### src/rtl/up_tpl_pkg.sv
// rtl/up_tpl_pkg.sv - shared types and constants for the TPL register-bus fan-out
package up_tpl_pkg;

    typedef enum logic {
        ST_IDLE = 1'b0,
        ST_WAIT = 1'b1
    } resp_state_t;

    localparam logic [31:0] TIMEOUT_RDATA_DEFAULT = 32'hDEADDEAD;
    localparam int          ERR_CNT_W             = 16;

    function automatic logic [ERR_CNT_W-1:0] sat_add(input logic [ERR_CNT_W-1:0] cnt,
                                                     input logic [1:0]           inc);
        logic [ERR_CNT_W:0] sum;
        sum = {1'b0, cnt} + {{(ERR_CNT_W-1){1'b0}}, inc};
        return sum[ERR_CNT_W] ? {ERR_CNT_W{1'b1}} : sum[ERR_CNT_W-1:0];
    endfunction

endpackage

### src/rtl/up_tpl_bus_fanout_if.sv
// rtl/up_tpl_bus_fanout_if.sv - up-bus and slice-side signal bundle for the fan-out stage
interface up_tpl_bus_fanout_if #(
    parameter int NUM_SLAVES = 4,
    parameter int ADDR_WIDTH = 14
);
    logic                       up_wreq;
    logic [ADDR_WIDTH-1:0]      up_waddr;
    logic [31:0]                up_wdata;
    logic                       up_wack;
    logic                       up_rreq;
    logic [ADDR_WIDTH-1:0]      up_raddr;
    logic                       up_rack;
    logic [31:0]                up_rdata;

    logic                       s_wreq;
    logic [ADDR_WIDTH-1:0]      s_waddr;
    logic [31:0]                s_wdata;
    logic [NUM_SLAVES-1:0]      s_wack;
    logic                       s_rreq;
    logic [ADDR_WIDTH-1:0]      s_raddr;
    logic [NUM_SLAVES-1:0]      s_rack;
    logic [NUM_SLAVES*32-1:0]   s_rdata;

    // master: up_axi side plus the slices; slave: the fan-out stage itself
    modport master (
        output up_wreq, up_waddr, up_wdata, up_rreq, up_raddr, s_wack, s_rack, s_rdata,
        input  up_wack, up_rack, up_rdata, s_wreq, s_waddr, s_wdata, s_rreq, s_raddr
    );

    modport slave (
        input  up_wreq, up_waddr, up_wdata, up_rreq, up_raddr, s_wack, s_rack, s_rdata,
        output up_wack, up_rack, up_rdata, s_wreq, s_waddr, s_wdata, s_rreq, s_raddr
    );
endinterface

### src/rtl/up_tpl_bus_resp_tracker.sv
// rtl/up_tpl_bus_resp_tracker.sv - one-direction request/ack tracker with response timeout
module up_tpl_bus_resp_tracker
    import up_tpl_pkg::*;
#(
    parameter int NUM_SLAVES     = 4,
    parameter int TIMEOUT_CYCLES = 64
) (
    input  logic                  clk,
    input  logic                  rst,
    input  logic                  req,
    input  logic [NUM_SLAVES-1:0] ack,
    output logic                  idle,
    output logic                  resp,
    output logic                  done,
    output logic                  timeout,
    output logic                  multi
);
    localparam int                  CNT_W   = $clog2(TIMEOUT_CYCLES);
    localparam logic [CNT_W-1:0]    CNT_MAX = CNT_W'(TIMEOUT_CYCLES - 1);
    localparam logic [NUM_SLAVES-1:0] ONE   = NUM_SLAVES'(1);

    resp_state_t      state;
    logic [CNT_W-1:0] cnt;
    logic             any_ack;

    // An ack in the last wait cycle takes precedence over the timeout
    always_comb begin
        any_ack = |ack;
        idle    = (state == ST_IDLE);
        timeout = !idle && !any_ack && (cnt == CNT_MAX);
        done    = !idle && (any_ack || (cnt == CNT_MAX));
        multi   = !idle && ((ack & (ack - ONE)) != '0);
    end

    always_ff @(posedge clk) begin
        if (rst) begin
            state <= ST_IDLE;
            cnt   <= '0;
            resp  <= 1'b0;
        end else begin
            resp <= done;
            case (state)
                ST_IDLE: begin
                    if (req) begin
                        state <= ST_WAIT;
                        cnt   <= '0;
                    end
                end
                ST_WAIT: begin
                    cnt <= cnt + CNT_W'(1);
                    if (done) begin
                        state <= ST_IDLE;
                    end
                end
                default: state <= ST_IDLE;
            endcase
        end
    end
endmodule

### src/rtl/up_tpl_bus_fanout.sv
// rtl/up_tpl_bus_fanout.sv - registered request broadcast and masked response collection for TPL slices
module up_tpl_bus_fanout
    import up_tpl_pkg::*;
#(
    parameter int          NUM_SLAVES     = 4,
    parameter int          ADDR_WIDTH     = 14,
    parameter int          TIMEOUT_CYCLES = 64,
    parameter logic [31:0] TIMEOUT_RDATA  = TIMEOUT_RDATA_DEFAULT
) (
    input  logic                 up_clk,
    input  logic                 up_rst,
    up_tpl_bus_fanout_if.slave   bus,
    input  logic                 err_clr,
    output logic [ERR_CNT_W-1:0] err_timeout_cnt,
    output logic [ERR_CNT_W-1:0] err_multi_ack_cnt
);
    logic        w_idle, w_resp, w_done, w_timeout, w_multi;
    logic        r_idle, r_resp, r_done, r_timeout, r_multi;
    logic [31:0] rdata_mask;
    logic [1:0]  to_inc, mu_inc;

    up_tpl_bus_resp_tracker #(.NUM_SLAVES(NUM_SLAVES), .TIMEOUT_CYCLES(TIMEOUT_CYCLES)) u_wr (
        .clk(up_clk), .rst(up_rst), .req(bus.up_wreq), .ack(bus.s_wack),
        .idle(w_idle), .resp(w_resp), .done(w_done), .timeout(w_timeout), .multi(w_multi)
    );

    up_tpl_bus_resp_tracker #(.NUM_SLAVES(NUM_SLAVES), .TIMEOUT_CYCLES(TIMEOUT_CYCLES)) u_rd (
        .clk(up_clk), .rst(up_rst), .req(bus.up_rreq), .ack(bus.s_rack),
        .idle(r_idle), .resp(r_resp), .done(r_done), .timeout(r_timeout), .multi(r_multi)
    );

    assign bus.up_wack = w_resp;
    assign bus.up_rack = r_resp;

    // Requests arriving while a direction is busy are dropped, so they are not broadcast either
    always_ff @(posedge up_clk) begin
        if (up_rst) begin
            bus.s_wreq  <= 1'b0;
            bus.s_waddr <= {ADDR_WIDTH{1'b0}};
            bus.s_wdata <= '0;
            bus.s_rreq  <= 1'b0;
            bus.s_raddr <= {ADDR_WIDTH{1'b0}};
        end else begin
            bus.s_wreq <= bus.up_wreq && w_idle;
            bus.s_rreq <= bus.up_rreq && r_idle;
            if (bus.up_wreq && w_idle) begin
                bus.s_waddr <= bus.up_waddr;
                bus.s_wdata <= bus.up_wdata;
            end
            if (bus.up_rreq && r_idle) begin
                bus.s_raddr <= bus.up_raddr;
            end
        end
    end

    always_comb begin
        rdata_mask = '0;
        for (int i = 0; i < NUM_SLAVES; i++) begin
            if (bus.s_rack[i]) begin
                rdata_mask = rdata_mask | bus.s_rdata[32*i +: 32];
            end
        end
    end

    always_ff @(posedge up_clk) begin
        if (up_rst) begin
            bus.up_rdata <= '0;
        end else if (r_done) begin
            bus.up_rdata <= r_timeout ? TIMEOUT_RDATA : rdata_mask;
        end
    end

    assign to_inc = {1'b0, w_timeout} + {1'b0, r_timeout};
    assign mu_inc = {1'b0, w_multi && w_done} + {1'b0, r_multi && r_done};

    always_ff @(posedge up_clk) begin
        if (up_rst || err_clr) begin
            err_timeout_cnt   <= '0;
            err_multi_ack_cnt <= '0;
        end else begin
            err_timeout_cnt   <= sat_add(err_timeout_cnt, to_inc);
            err_multi_ack_cnt <= sat_add(err_multi_ack_cnt, mu_inc);
        end
    end
endmodule

### src/flat_wrapper.sv
// flat-port wrapper written by rule: the top's interface ports become plain ports
module up_tpl_bus_fanout_flat import up_tpl_pkg::*;
#(
    parameter int          NUM_SLAVES     = 4,
    parameter int          ADDR_WIDTH     = 14,
    parameter int          TIMEOUT_CYCLES = 64,
    parameter logic [31:0] TIMEOUT_RDATA  = TIMEOUT_RDATA_DEFAULT
)
  (up_clk, up_rst, err_clr, err_timeout_cnt, err_multi_ack_cnt, bus_up_wreq, bus_up_waddr, bus_up_wdata, bus_up_rreq, bus_up_raddr, bus_s_wack, bus_s_rack, bus_s_rdata, bus_up_wack, bus_up_rack, bus_up_rdata, bus_s_wreq, bus_s_waddr, bus_s_wdata, bus_s_rreq, bus_s_raddr);
  up_tpl_bus_fanout_if #(.NUM_SLAVES(NUM_SLAVES), .ADDR_WIDTH(ADDR_WIDTH)) bus_i ();
  input  logic up_clk;
  input  logic up_rst;
  input  logic err_clr;
  output logic [ERR_CNT_W-1:0] err_timeout_cnt;
  output logic [ERR_CNT_W-1:0] err_multi_ack_cnt;
  input wire logic [$bits(bus_i.up_wreq)-1:0] bus_up_wreq;
  input wire logic [$bits(bus_i.up_waddr)-1:0] bus_up_waddr;
  input wire logic [$bits(bus_i.up_wdata)-1:0] bus_up_wdata;
  input wire logic [$bits(bus_i.up_rreq)-1:0] bus_up_rreq;
  input wire logic [$bits(bus_i.up_raddr)-1:0] bus_up_raddr;
  input wire logic [$bits(bus_i.s_wack)-1:0] bus_s_wack;
  input wire logic [$bits(bus_i.s_rack)-1:0] bus_s_rack;
  input wire logic [$bits(bus_i.s_rdata)-1:0] bus_s_rdata;
  output wire logic [$bits(bus_i.up_wack)-1:0] bus_up_wack;
  output wire logic [$bits(bus_i.up_rack)-1:0] bus_up_rack;
  output wire logic [$bits(bus_i.up_rdata)-1:0] bus_up_rdata;
  output wire logic [$bits(bus_i.s_wreq)-1:0] bus_s_wreq;
  output wire logic [$bits(bus_i.s_waddr)-1:0] bus_s_waddr;
  output wire logic [$bits(bus_i.s_wdata)-1:0] bus_s_wdata;
  output wire logic [$bits(bus_i.s_rreq)-1:0] bus_s_rreq;
  output wire logic [$bits(bus_i.s_raddr)-1:0] bus_s_raddr;
  assign bus_i.up_wreq = bus_up_wreq;
  assign bus_i.up_waddr = bus_up_waddr;
  assign bus_i.up_wdata = bus_up_wdata;
  assign bus_i.up_rreq = bus_up_rreq;
  assign bus_i.up_raddr = bus_up_raddr;
  assign bus_i.s_wack = bus_s_wack;
  assign bus_i.s_rack = bus_s_rack;
  assign bus_i.s_rdata = bus_s_rdata;
  assign bus_up_wack = bus_i.up_wack;
  assign bus_up_rack = bus_i.up_rack;
  assign bus_up_rdata = bus_i.up_rdata;
  assign bus_s_wreq = bus_i.s_wreq;
  assign bus_s_waddr = bus_i.s_waddr;
  assign bus_s_wdata = bus_i.s_wdata;
  assign bus_s_rreq = bus_i.s_rreq;
  assign bus_s_raddr = bus_i.s_raddr;
  up_tpl_bus_fanout #(.NUM_SLAVES(NUM_SLAVES), .ADDR_WIDTH(ADDR_WIDTH), .TIMEOUT_CYCLES(TIMEOUT_CYCLES), .TIMEOUT_RDATA(TIMEOUT_RDATA)) u_core (.up_clk(up_clk), .up_rst(up_rst), .bus(bus_i), .err_clr(err_clr), .err_timeout_cnt(err_timeout_cnt), .err_multi_ack_cnt(err_multi_ack_cnt));
endmodule
### config.mk
export PLATFORM = sky130hd
export DESIGN_NAME = up_tpl_bus_fanout_flat
export DESIGN_NICKNAME = d
export VERILOG_FILES = /design/src/rtl/up_tpl_pkg.sv /design/src/rtl/up_tpl_bus_fanout_if.sv /design/src/rtl/up_tpl_bus_resp_tracker.sv /design/src/rtl/up_tpl_bus_fanout.sv /design/src/flat_wrapper.sv
export SDC_FILE = /design/constraint.sdc
export NUM_CORES = 1
export LEC_CHECK = 0
export ABC_AREA = 1
export CORE_ASPECT_RATIO = 0.8
export CORE_MARGIN = 2
export CORE_UTILIZATION = 44
export DETAILED_ROUTE_END_ITERATION = 16
export GPL_TIMING_DRIVEN = 0
export PLACE_DENSITY = 0.87
export RECOVER_POWER = 100
export SETUP_SLACK_MARGIN = 0.5
export SLEW_MARGIN = 5
export SYNTH_ARGS = -nofsm -noshare
export SYNTH_HDL_FRONTEND = slang
export SYNTH_SLANG_ARGS = --single-unit
### constraint.sdc
create_clock -name up_clk -period 4.2 [get_ports up_clk]
set_clock_uncertainty 0.05 [all_clocks]
set_input_delay 0.84 -clock up_clk [delete_from_list [all_inputs] [get_ports up_clk]]
set_output_delay 0.84 -clock up_clk [all_outputs]
set_load 0.05 [all_outputs]
==> metrics, run 1 <==
pre-CTS WS 445.4 ps; Tmin final 3649 ps; largest area contributor in the netlist dfxtp_1; Routed WL 22950 um; initial antenna violation count 1; RePlAce Congestion 0.9150; CTS tree built; fillers 1165; RSZ-0062 raised after global routing false; Mapped Nets 1138; Core ar. 14440 um^2; hold crit path type register to register; # resized after CTS 0; initial drt markers 511; FP Rows 39; slowest stage delay, CP 730 ps; synth top area cells dfxtp_1 43%, nand2_1 18%, nand3_1 6.8%; global-route usage over all layers 28.48%; Clock Latency Late Sink roughly 400 ps; sequential share of the synthesized area 43.13%; nets 1481; Hold WS slightly above 400 ps; Post-CTS Hold Buffers 0; most frequent cells in the layout 323 x nand2_1, 192 x clkdlybuf4s50_1, 142 x dfxtp_1, 132 x dlygate4sd3_1, 99 x nor2_1; crit-path cells dlygate4sd3_1 > clkinv_1 > o21ai_0 > nand3_1 > fa_1 > inv_1 > ha_1 > nand2_2 > nor2_1 > nand2_4 > inv_1 > nand2_1 > clkbuf_2 > a21oi_1; Final Cycle Share 86.88%; commonest non-fill, non-tap cell in the layout nand2_1; MaxCap Viol Count 0; Slew HR 60.76%; Crit. End Element register; Non-Filler Instances between 1k and 1.5k; CP most frequent cell inv_1; synthesis-stage register bit count 142; Cells after Synth 931; Unique masters post-synth 37; Final Worst Setup Slack around 550 ps; htree depth 4; total leakage power 4.769 nW; Clock transition at path regs 60 ps; dpl cells ~1.4k; Worst Tran Pin Value 586.6 ps; Root Driver clkbuf_16; DR vias/cell 5.107; Die Span Y about 110 um; initial core utilization between 40% and 50%; Worst VDD drop 316.4 uV; synthesized area ~6600 um^2; # port buffers 324; synth warn 0; share of layout cells above drive strength 1 5.439%; largest net degree at the start of global routing 17; Yosys top cell area share a little over two fifths; vias in the first global route 7315; total grt overflow 0; Die X 140.8 um; Boundary Pins 329; status completed; Pwr per Cell Area between 300 and 400 nW/um^2; postcts setup bufs 0; # setup viols final 0; clk sinks 142; # DRC 0; Num CTS Buffers 17; DR vias 7518; Startpoint Class input pin; Worst EP required 4480 ps; critical path class input pin to register; DRT Pass-1 Iters 5; final hold vios 0; FMAX 0.2741 GHz; Area Growth Syn to Fin 60.21%; worst-path maximum fanout 10; mean routed wirelength per cell 15.59 um; Critical-path top delay cell dlygate4sd3_1; Pins Over Slew Limit 0; HPWL after DPL about 18000 um; synthesized area per cell ~7.1 um^2; global-route wire length before repair 36340 um; CP Data Arrival Time 3930 ps; Routed Antenna Nets 0; CTS max path bufs 2; die area 15980 um^2; TNS Setup 0 ps
==> registers in the layout, indices dropped and copies added (netlist names), 6 cells and up <==
register,flops
u_core.bus.up_rdata,32
u_core.bus.s_wdata,32
u_core.err_timeout_cnt,16
u_core.bus.s_waddr,14
u_core.bus.s_raddr,14
u_core.u_rd.cnt,6
u_core.err_multi_ack_cnt,16
u_core.u_wr.cnt,6
==> routing by layer <==
layer / global-route usage, % / routed length (um) / vias up
li1: - / - / 3710
met1: 34.79 / 9481 / 3405
met2: 48.39 / 10830 / 343
met3: 7.347 / 1824 / 60
met4: 11.40 / 809 / 0
met5: 0 / 0 / -
==> synth_stat cells (all sizes together) <==
cell and instances:
or2 3, buf 39, a211oi 1, nand4 31, nor3b 4, o21ai 26
xnor2 2, nand3 89, nor2 101, nor4 1, a21oi 40, clkbuf 11
nand2 325, nor3 9, a22o 19, inv 59, dfxtp 142, nand3b 3
xor2 9, o211ai 2, ha 4, fa 2, o21bai 6, a31oi 2
clkinv 1
==> final cells by class <==
| type | count | area, um^2 | share of cell area, % |
|---|---|---|---|
| repair buffers | 324 | 3243 | 30.71 |
| multi-input cells | 679 | 3158 | 29.91 |
| flip-flops and latches | 142 | 2843 | 26.92 |
| clock buffers | 20 | 466.7 | 4.419 |
| plain buffers | 50 | 232.7 | 2.204 |
| well taps | 184 | 230.2 | 2.180 |
| inverters | 60 | 226.5 | 2.145 |
| clock inverters | 12 | 157.7 | 1.493 |
| diodes | 1 | 2.502 | 0.02370 |
==> path summary, 6_finish.rpt <==
check	startpoint	endpoint	slack, ps	depth (start not counted)
max	bus_s_rack[0]	u_core.err_multi_ack_cnt[11]$_SDFF_PP0_	550	14
min	u_core.bus.up_rdata[26]$_SDFFE_PP0N_	u_core.bus.up_rdata[26]$_SDFFE_PP0N_	410	2
max reg2reg	u_core.u_rd.cnt[1]$_SDFFE_PP0P_	u_core.err_timeout_cnt[6]$_SDFF_PP0_	1100	12
min reg2reg	u_core.bus.up_rdata[26]$_SDFFE_PP0N_	u_core.bus.up_rdata[26]$_SDFFE_PP0N_	410	2
==> critical path, delay by kind of cell <==
| kind | cells | cell delay, ps |
|---|---|---|
| adders and majority gates | 2 | 660 |
| AOI/OAI and AO/OA | 2 | 380 |
| buffers and inverters | 5 | 1280 |
| and+or+nand+nor | 5 | 770 |
==> metrics by stage <==
step                      total power (W)  cell area, um^2  utilization, %
after floorplan                  0.001910             6591               -
after global placement           0.002284            10060           69.68
after detailed placement         0.002298            10060           69.68
after CTS                        0.003863            10690           74.00
after global routing             0.003942            10560           73.11
final                            0.003806            10560           73.11
==> cells by family after synthesis <==
group	synth area share (%)
compound gates	9.359
xor+xnor	1.462
fa+ha+maj	1.367
buf+inv	7.840
flops	43.13
simple gates	36.85
==> power by group <==
part | internal [W] | switching, W
sequential | 0.00142 | 0.0000312
clock | 0.000986 | 0.000586
combinational | 0.000323 | 0.000463
total | 0.00273 | 0.00108
Note: power is estimated with default switching activity, not from simulation.
==> inputs of run 2 (changes only) <==
--- a/config.mk
+++ b/config.mk
@@ -13,7 +13,7 @@
 export GPL_TIMING_DRIVEN = 0
 export PLACE_DENSITY = 0.87
 export RECOVER_POWER = 100
-export SETUP_SLACK_MARGIN = 0.5
+export SETUP_SLACK_MARGIN = 0.02
 export SLEW_MARGIN = 5
 export SYNTH_ARGS = -nofsm -noshare
 export SYNTH_HDL_FRONTEND = slang
==> results of run 2 <==
No change in the layout: final DEF, timing and power equal those of run 1.
